===== config.mk =====
export PLATFORM = sky130hd
export DESIGN_NAME = hazard_scoreboard_unit
export DESIGN_NICKNAME = d
export VERILOG_FILES = /design/src/rtl/hazard_pkg.sv /design/src/rtl/hazard_reg_counter.sv /design/src/rtl/hazard_scoreboard_unit.sv
export SDC_FILE = /design/constraint.sdc
export NUM_CORES = 1
export LEC_CHECK = 0
export CORE_MARGIN = 8
export CORE_UTILIZATION = 55
export CTS_CLUSTER_DIAMETER = 80
export DETAILED_ROUTE_END_ITERATION = 7
export PLACE_DENSITY = 0.74
export SLEW_MARGIN = 30
export SYNTH_ARGS = -nofsm -noshare
export SYNTH_HDL_FRONTEND = slang
export SYNTH_SLANG_ARGS = --single-unit
export TNS_END_PERCENT = 1

===== constraint.sdc =====
create_clock -name clk -period 4.2 [get_ports clk]
set_input_delay 0.63 -clock clk [delete_from_list [all_inputs] [get_ports clk]]
set_output_delay 0.63 -clock clk [all_outputs]
set_load 0.01 [all_outputs]

===== src/rtl/hazard_pkg.sv =====
// rtl/hazard_pkg.sv - shared constants and types for the hazard scoreboard
package hazard_pkg;

  localparam int REG_ZERO         = 0;
  localparam int LOAD_LATENCY_MAX = 7;

  typedef logic [31:0] perf_cnt_t;

  localparam perf_cnt_t PERF_CNT_MAX = 32'hFFFF_FFFF;

  typedef struct packed {
    logic pc_write;
    logic id_write;
    logic stall;
    logic flush_if_id;
    logic flush_id_ex;
  } hz_ctrl_t;

  localparam hz_ctrl_t HZ_CTRL_RUN = '{pc_write: 1'b1, id_write: 1'b1, stall: 1'b0,
                                       flush_if_id: 1'b0, flush_id_ex: 1'b0};

endpackage


===== src/rtl/hazard_reg_counter.sv =====
// rtl/hazard_reg_counter.sv - per-register load-use countdown with load/cancel/decrement
module hazard_reg_counter #(
  parameter int CNT_WIDTH  = 2,
  parameter int LOAD_VALUE = 2
) (
  input  logic clk,
  input  logic rst_n,
  input  logic load_en,
  input  logic load_mem,
  output logic busy
);

  logic [CNT_WIDTH-1:0] cnt_q;
  logic [CNT_WIDTH-1:0] cnt_d;

  // A new write always wins over the running countdown; a non-load write cancels it.
  always_comb begin
    cnt_d = cnt_q;
    if (load_en) begin
      cnt_d = load_mem ? CNT_WIDTH'(LOAD_VALUE) : '0;
    end else if (cnt_q != '0) begin
      cnt_d = cnt_q - CNT_WIDTH'(1);
    end
  end

  always_ff @(posedge clk or negedge rst_n) begin
    if (!rst_n) begin
      cnt_q <= '0;
    end else begin
      cnt_q <= cnt_d;
    end
  end

  assign busy = (cnt_q != '0);

endmodule


===== src/rtl/hazard_scoreboard_unit.sv =====
// rtl/hazard_scoreboard_unit.sv - ID-stage countdown scoreboard and branch flush; HAZARD_PERF_CNT_EN adds cycle counters
module hazard_scoreboard_unit
  import hazard_pkg::*;
#(
  parameter int  REG_ADDR_WIDTH = 5,
  parameter int  LOAD_LATENCY   = 2,
  localparam int CNT_WIDTH      = $clog2(LOAD_LATENCY + 1)
) (
  input  logic                      clk,
  input  logic                      rst_n,
  input  logic                      id_valid,
  input  logic [REG_ADDR_WIDTH-1:0] id_rs1,
  input  logic [REG_ADDR_WIDTH-1:0] id_rs2,
  input  logic                      id_rs1_used,
  input  logic                      id_rs2_used,
  input  logic [REG_ADDR_WIDTH-1:0] id_rd,
  input  logic                      id_mem_read,
  input  logic                      id_reg_write,
  input  logic                      ex_branch_taken,
  output logic                      pc_write,
  output logic                      id_write,
  output logic                      stall,
  output logic                      flush_if_id,
  output logic                      flush_id_ex
`ifdef HAZARD_PERF_CNT_EN
  ,
  output perf_cnt_t                 stall_cycles,
  output perf_cnt_t                 flush_cycles
`endif
);

  localparam int NUM_REGS = 2 ** REG_ADDR_WIDTH;
  localparam logic [REG_ADDR_WIDTH-1:0] X0 = REG_ADDR_WIDTH'(REG_ZERO);

  if (LOAD_LATENCY < 1 || LOAD_LATENCY > LOAD_LATENCY_MAX) begin : g_bad_latency
    $error("hazard_scoreboard_unit: LOAD_LATENCY out of range");
  end

  logic [NUM_REGS-1:0] busy;
  logic                hz;
  logic                advance;
  hz_ctrl_t            ctrl;

  assign busy[0] = 1'b0;

  for (genvar g = 1; g < NUM_REGS; g++) begin : g_entry
    hazard_reg_counter #(
      .CNT_WIDTH (CNT_WIDTH),
      .LOAD_VALUE(LOAD_LATENCY)
    ) u_cnt (
      .clk     (clk),
      .rst_n   (rst_n),
      .load_en (advance && id_reg_write && (id_rd == REG_ADDR_WIDTH'(g))),
      .load_mem(id_mem_read),
      .busy    (busy[g])
    );
  end

  assign hz = id_valid &&
              ((id_rs1_used && (id_rs1 != X0) && busy[id_rs1]) ||
               (id_rs2_used && (id_rs2 != X0) && busy[id_rs2]));

  assign advance = id_valid && !hz && !ex_branch_taken;

  // Outputs are pinned to the free-running state while reset is held, whatever the inputs.
  always_comb begin
    ctrl = HZ_CTRL_RUN;
    if (rst_n) begin
      if (ex_branch_taken) begin
        ctrl.flush_if_id = 1'b1;
        ctrl.flush_id_ex = 1'b1;
      end else if (hz) begin
        ctrl.pc_write = 1'b0;
        ctrl.id_write = 1'b0;
        ctrl.stall    = 1'b1;
      end
    end
  end

  assign pc_write    = ctrl.pc_write;
  assign id_write    = ctrl.id_write;
  assign stall       = ctrl.stall;
  assign flush_if_id = ctrl.flush_if_id;
  assign flush_id_ex = ctrl.flush_id_ex;

`ifdef HAZARD_PERF_CNT_EN
  perf_cnt_t stall_cycles_q, stall_cycles_d;
  perf_cnt_t flush_cycles_q, flush_cycles_d;

  always_comb begin
    stall_cycles_d = stall_cycles_q;
    flush_cycles_d = flush_cycles_q;
    if (ctrl.stall && stall_cycles_q != PERF_CNT_MAX) begin
      stall_cycles_d = stall_cycles_q + 32'd1;
    end
    if (ctrl.flush_id_ex && flush_cycles_q != PERF_CNT_MAX) begin
      flush_cycles_d = flush_cycles_q + 32'd1;
    end
  end

  always_ff @(posedge clk or negedge rst_n) begin
    if (!rst_n) begin
      stall_cycles_q <= '0;
      flush_cycles_q <= '0;
    end else begin
      stall_cycles_q <= stall_cycles_d;
      flush_cycles_q <= flush_cycles_d;
    end
  end

  assign stall_cycles = stall_cycles_q;
  assign flush_cycles = flush_cycles_q;
`endif

endmodule


==> results.py <==
metrics = {
    "cells_and_area": {
        "fill_cells": 644,
        "largest_reg_flops": 62,
        "drive_gt1_frac": 0.183,
        "regArea_sq_um": 1550,
        "regMostFlops": "g_entry.u_cnt.cnt_q",
        "antenna_cells": 0,
        "syn_to_final_growth_pct": 13.4,
        "multi_input_area_sq_um": 2640,
        "fin_nets": 558,
        "reg_top3": "g_entry.u_cnt.cnt_q: 62 flops",
    },
    "worst_setup_path": {
        "cp-end-kind": "primary output",
        "required_ps": 3570,
        "reg2reg_from": "g_entry[5].u_cnt.cnt_q[0]$_DFFE_PN0P_",
        "timing.rr.end": "g_entry[17].u_cnt.cnt_q[1]$_DFFE_PN0P_",
        "critical_path_class": "in -> out",
        "worstSetupEndpoint": "stall",
        "crit_path_start": "id_rs1[0]",
        "cp.arrival_ps": 3300,
        "r2r_slack_ps": 1170,
        "start_kind": "input port",
        "worstRegToRegCells": 9,
        "cp_max_fo": 9,
    },
    "die": {
        "die_h_um": 107,
        "die_area_sq_um": 11500,
        "ios": 28,
        "start_util": 0.561,
        "die_w_um": 107,
        "coreArea_sq_um": 8130,
        "row_count": 33,
    },
    "timing": {
        "fin_setup_tns_ps": 0,
        "skew_ps": 12.0,
        "slew_viol_final": 0,
        "holdWs_ps": 542,
        "post-route-period-util": 0.937,
        "fmax_ghz": 0.254,
        "rsz0062_at_grt": "no",
        "tightest_slew_ps": 921,
        "min_period_ps": 3930,
        "relSlewSlack": 0.385,
        "hold_viol": 0,
        "finalSetupViolCount": 0,
    },
    "power_and_ir_drop": {
        "clkPwrFrac": 0.169,
        "power.internal_uw": 2310,
        "cellLeakagePower_uw": 0.00236,
        "p_seq_frac": 0.303,
        "switching_power_uw": 1370,
        "powerDensity_nw_per_um2": 710,
        "p_comb_frac": 0.528,
        "max-vdd-ir-drop_mv": 0.273,
        "p_sw_frac": 0.371,
    },
    "place": {
        "finalWeightedCongestion": 0.841,
        "io_buffers": 27,
        "dp_hpwl_um": 7570,
    },
    "clock_tree": {
        "htree_levels": 3,
        "cts_resized": 0,
        "clock_latency_ps": 350,
        "cts_tree": "yes",
        "clockRootBuffer": "clkbuf_8",
        "cts_buffers": 9,
        "clk_pin_slew_worst_paths_ps": 70,
        "postCtsSetupRepairBufs": 0,
        "cts.sinks": 62,
        "cts_max_path_buffers": 2,
        "postCtsHoldBufs": 0,
    },
    "yosys": {
        "synth_seq_area_share": 0.340,
        "synth_top_flop_cell": "dfrtp_1",
        "synthCells": 479,
        "async_flop_share": 1.00,
        "synth_simple_gate_area_share": 0.182,
        "synth_mux_area_frac": 0.177,
        "synth_fa_ha_area_frac": 0.0850,
        "yosysWarnings": 0,
        "syn_area_sq_um": 4560,
        "synth_nets": 533,
        "synth_edf_count": 0,
        "synth_top_family_by_area": "simple AND/OR/NAND/NOR gates",
        "synth_seq_cells": 62,
        "postSynthAreaPerCell_sq_um": 9.53,
        "synthXorXnorAreaFrac": 0.0595,
        "yosysUniqueCellTypes": 41,
        "synth-compound-area-share": 0.0737,
    },
    "detailed_routing": {
        "routed_wl_um": 11000,
        "vias_per_cell": 5.97,
        "wire_per_inst_um": 17.9,
        "first_iter_violations": 259,
        "firstDrtPassIters": 4,
        "drcViolationCount": 0,
        "vias": 3666,
        "final_antenna_net_count": 0,
    },
    "global_routing": {
        "grt_pass1_vias": 3687,
        "track_usage": 0.203,
        "grt_pass1_wl_um": 18400,
        "grt_max_degree": 63,
        "grt-ovfl-total": 0,
        "grt_antenna_before_repair": 0,
    },
    "worst_hold_path": {
        "worstHoldStart": "g_entry[28].u_cnt.cnt_q[0]$_DFFE_PN0P_",
        "hp-class": "reg -> reg",
        "min_delay_path_depth": 2,
    },
    "run_status": {
        "status": "finished, final reports clean",
    },
    "job": {
        "cap_violations": 0,
    },
}
==> synth_stat cells (2+ instances only) <==
master | number | area, sq um
nor2_1 | 11 | 41.3
or4_1 | 2 | 15.0
nor4_1 | 9 | 56.3
buf_4 | 2 | 15.0
nor4b_2 | 4 | 60.1
buf_2 | 4 | 20.0
buf_6 | 2 | 22.5
and2_1 | 3 | 18.8
mux4_2 | 13 | 293
mux2_4 | 8 | 120
mux2i_1 | 7 | 70.1
and3_1 | 5 | 31.3
nand2b_1 | 3 | 18.8
and3b_1 | 2 | 17.5
nor3b_1 | 3 | 22.5
inv_1 | 65 | 244
o21ai_0 | 28 | 140
nor3_1 | 17 | 85.1
and3_4 | 5 | 56.3
ha_1 | 31 | 388
nand3_1 | 27 | 135
mux2_2 | 29 | 327
nand2_1 | 39 | 146
xor2_1 | 31 | 272
a21oi_1 | 24 | 120
nand3b_1 | 3 | 22.5
clkbuf_1 | 20 | 75.1
nor4b_1 | 7 | 61.3
nor2b_1 | 2 | 12.5
dfrtp_1 | 62 | 1550
==> cells by family (layout without fill, tap and decap cells) <==
family,after synthesis,after routing
compound gates,59,59
xor+xnor,31,31
fa+ha+maj,31,31
buf+inv,93,123
flops,62,62
mux,57,57
simple gates,146,146
==> critical path: stages <==
cell and delay, ps:
clkdlybuf4s50_1 710, mux4_2 560, mux2_2 280, nand2_1 100
a21o_1 140, nand2b_1 170, and3_1 170, clkdlybuf4s50_1 530
==> per-stage QoR <==
stage          instances  instance area (sq um)  total power (uW)  utilization  worst slack, ps
6_report             614                   5180              3680        0.637              266
5_1_grt              614                   5180              4030        0.637              116
4_1_cts              614                   5170              3700        0.636             77.2
3_5_place_dp         598                   4940              3050        0.607              104
3_3_place_gp         598                   4940              2900        0.607              136
2_1_floorplan        479                   4560              2610            -              924
==> area by class of cell <==
type | instances | share of cell area
multi-input combinational | 324 | 0.509
tap | 105 | 0.0254
sequential | 62 | 0.300
inverter | 65 | 0.0471
timing repair buffer | 42 | 0.0735
clock inverter | 3 | 0.0126
clock buffer | 13 | 0.0326
==> worst min path at each step <==
stage                                                         to
after floorplan           g_entry[10].u_cnt.cnt_q[0]$_DFFE_PN0P_
after global placement    g_entry[27].u_cnt.cnt_q[0]$_DFFE_PN0P_
after detailed placement  g_entry[26].u_cnt.cnt_q[0]$_DFFE_PN0P_
after CTS                 g_entry[26].u_cnt.cnt_q[0]$_DFFE_PN0P_
after global routing      g_entry[24].u_cnt.cnt_q[0]$_DFFE_PN0P_
final                     g_entry[28].u_cnt.cnt_q[0]$_DFFE_PN0P_
==> layer usage <==
layer / GRT usage / part of all wire / vias to the layer above / wire, um
li1: - / - / 1701 / -
met1: 0.260 / 0.43 / 1775 / 4730
met2: 0.314 / 0.46 / 153 / 5090
met3: 0.0492 / 0.074 / 37 / 814
met4: 0.0965 / 0.031 / 0 / 341
met5: 0 / 0 / - / 0
==> power groups by stage <==
stage / sequential (uW) / combinational (uW) / clock [uW]
finish: 1110 / 1940 / 620
floorplan: 1090 / 1520 / 0
CTS: 1110 / 1950 / 630
detailed placement: 1130 / 1930 / 0
global placement: 1110 / 1790 / 0
global route: 1150 / 2210 / 658
==> cell usage in the layout, fill, tap and decap left out, drive strengths merged, types with 9 or more instances in the layout <==
cell type      synthesis  final
nand3                 27     27
ha                    31     31
inv                   65     65
dfrtp                 62     62
a21oi                 24     24
xor2                  31     31
nor4                   9      9
clkbuf                20     13
nor4b                 11     11
clkdlybuf4s50          0     25
o21ai                 28     28
nor3                  17     17
mux2                  37     37
mux4                  13     13
buf                    8     16
nor2                  11     11
nand2                 40     40
and3                  10     10
Power figures use the tool's default switching activity.
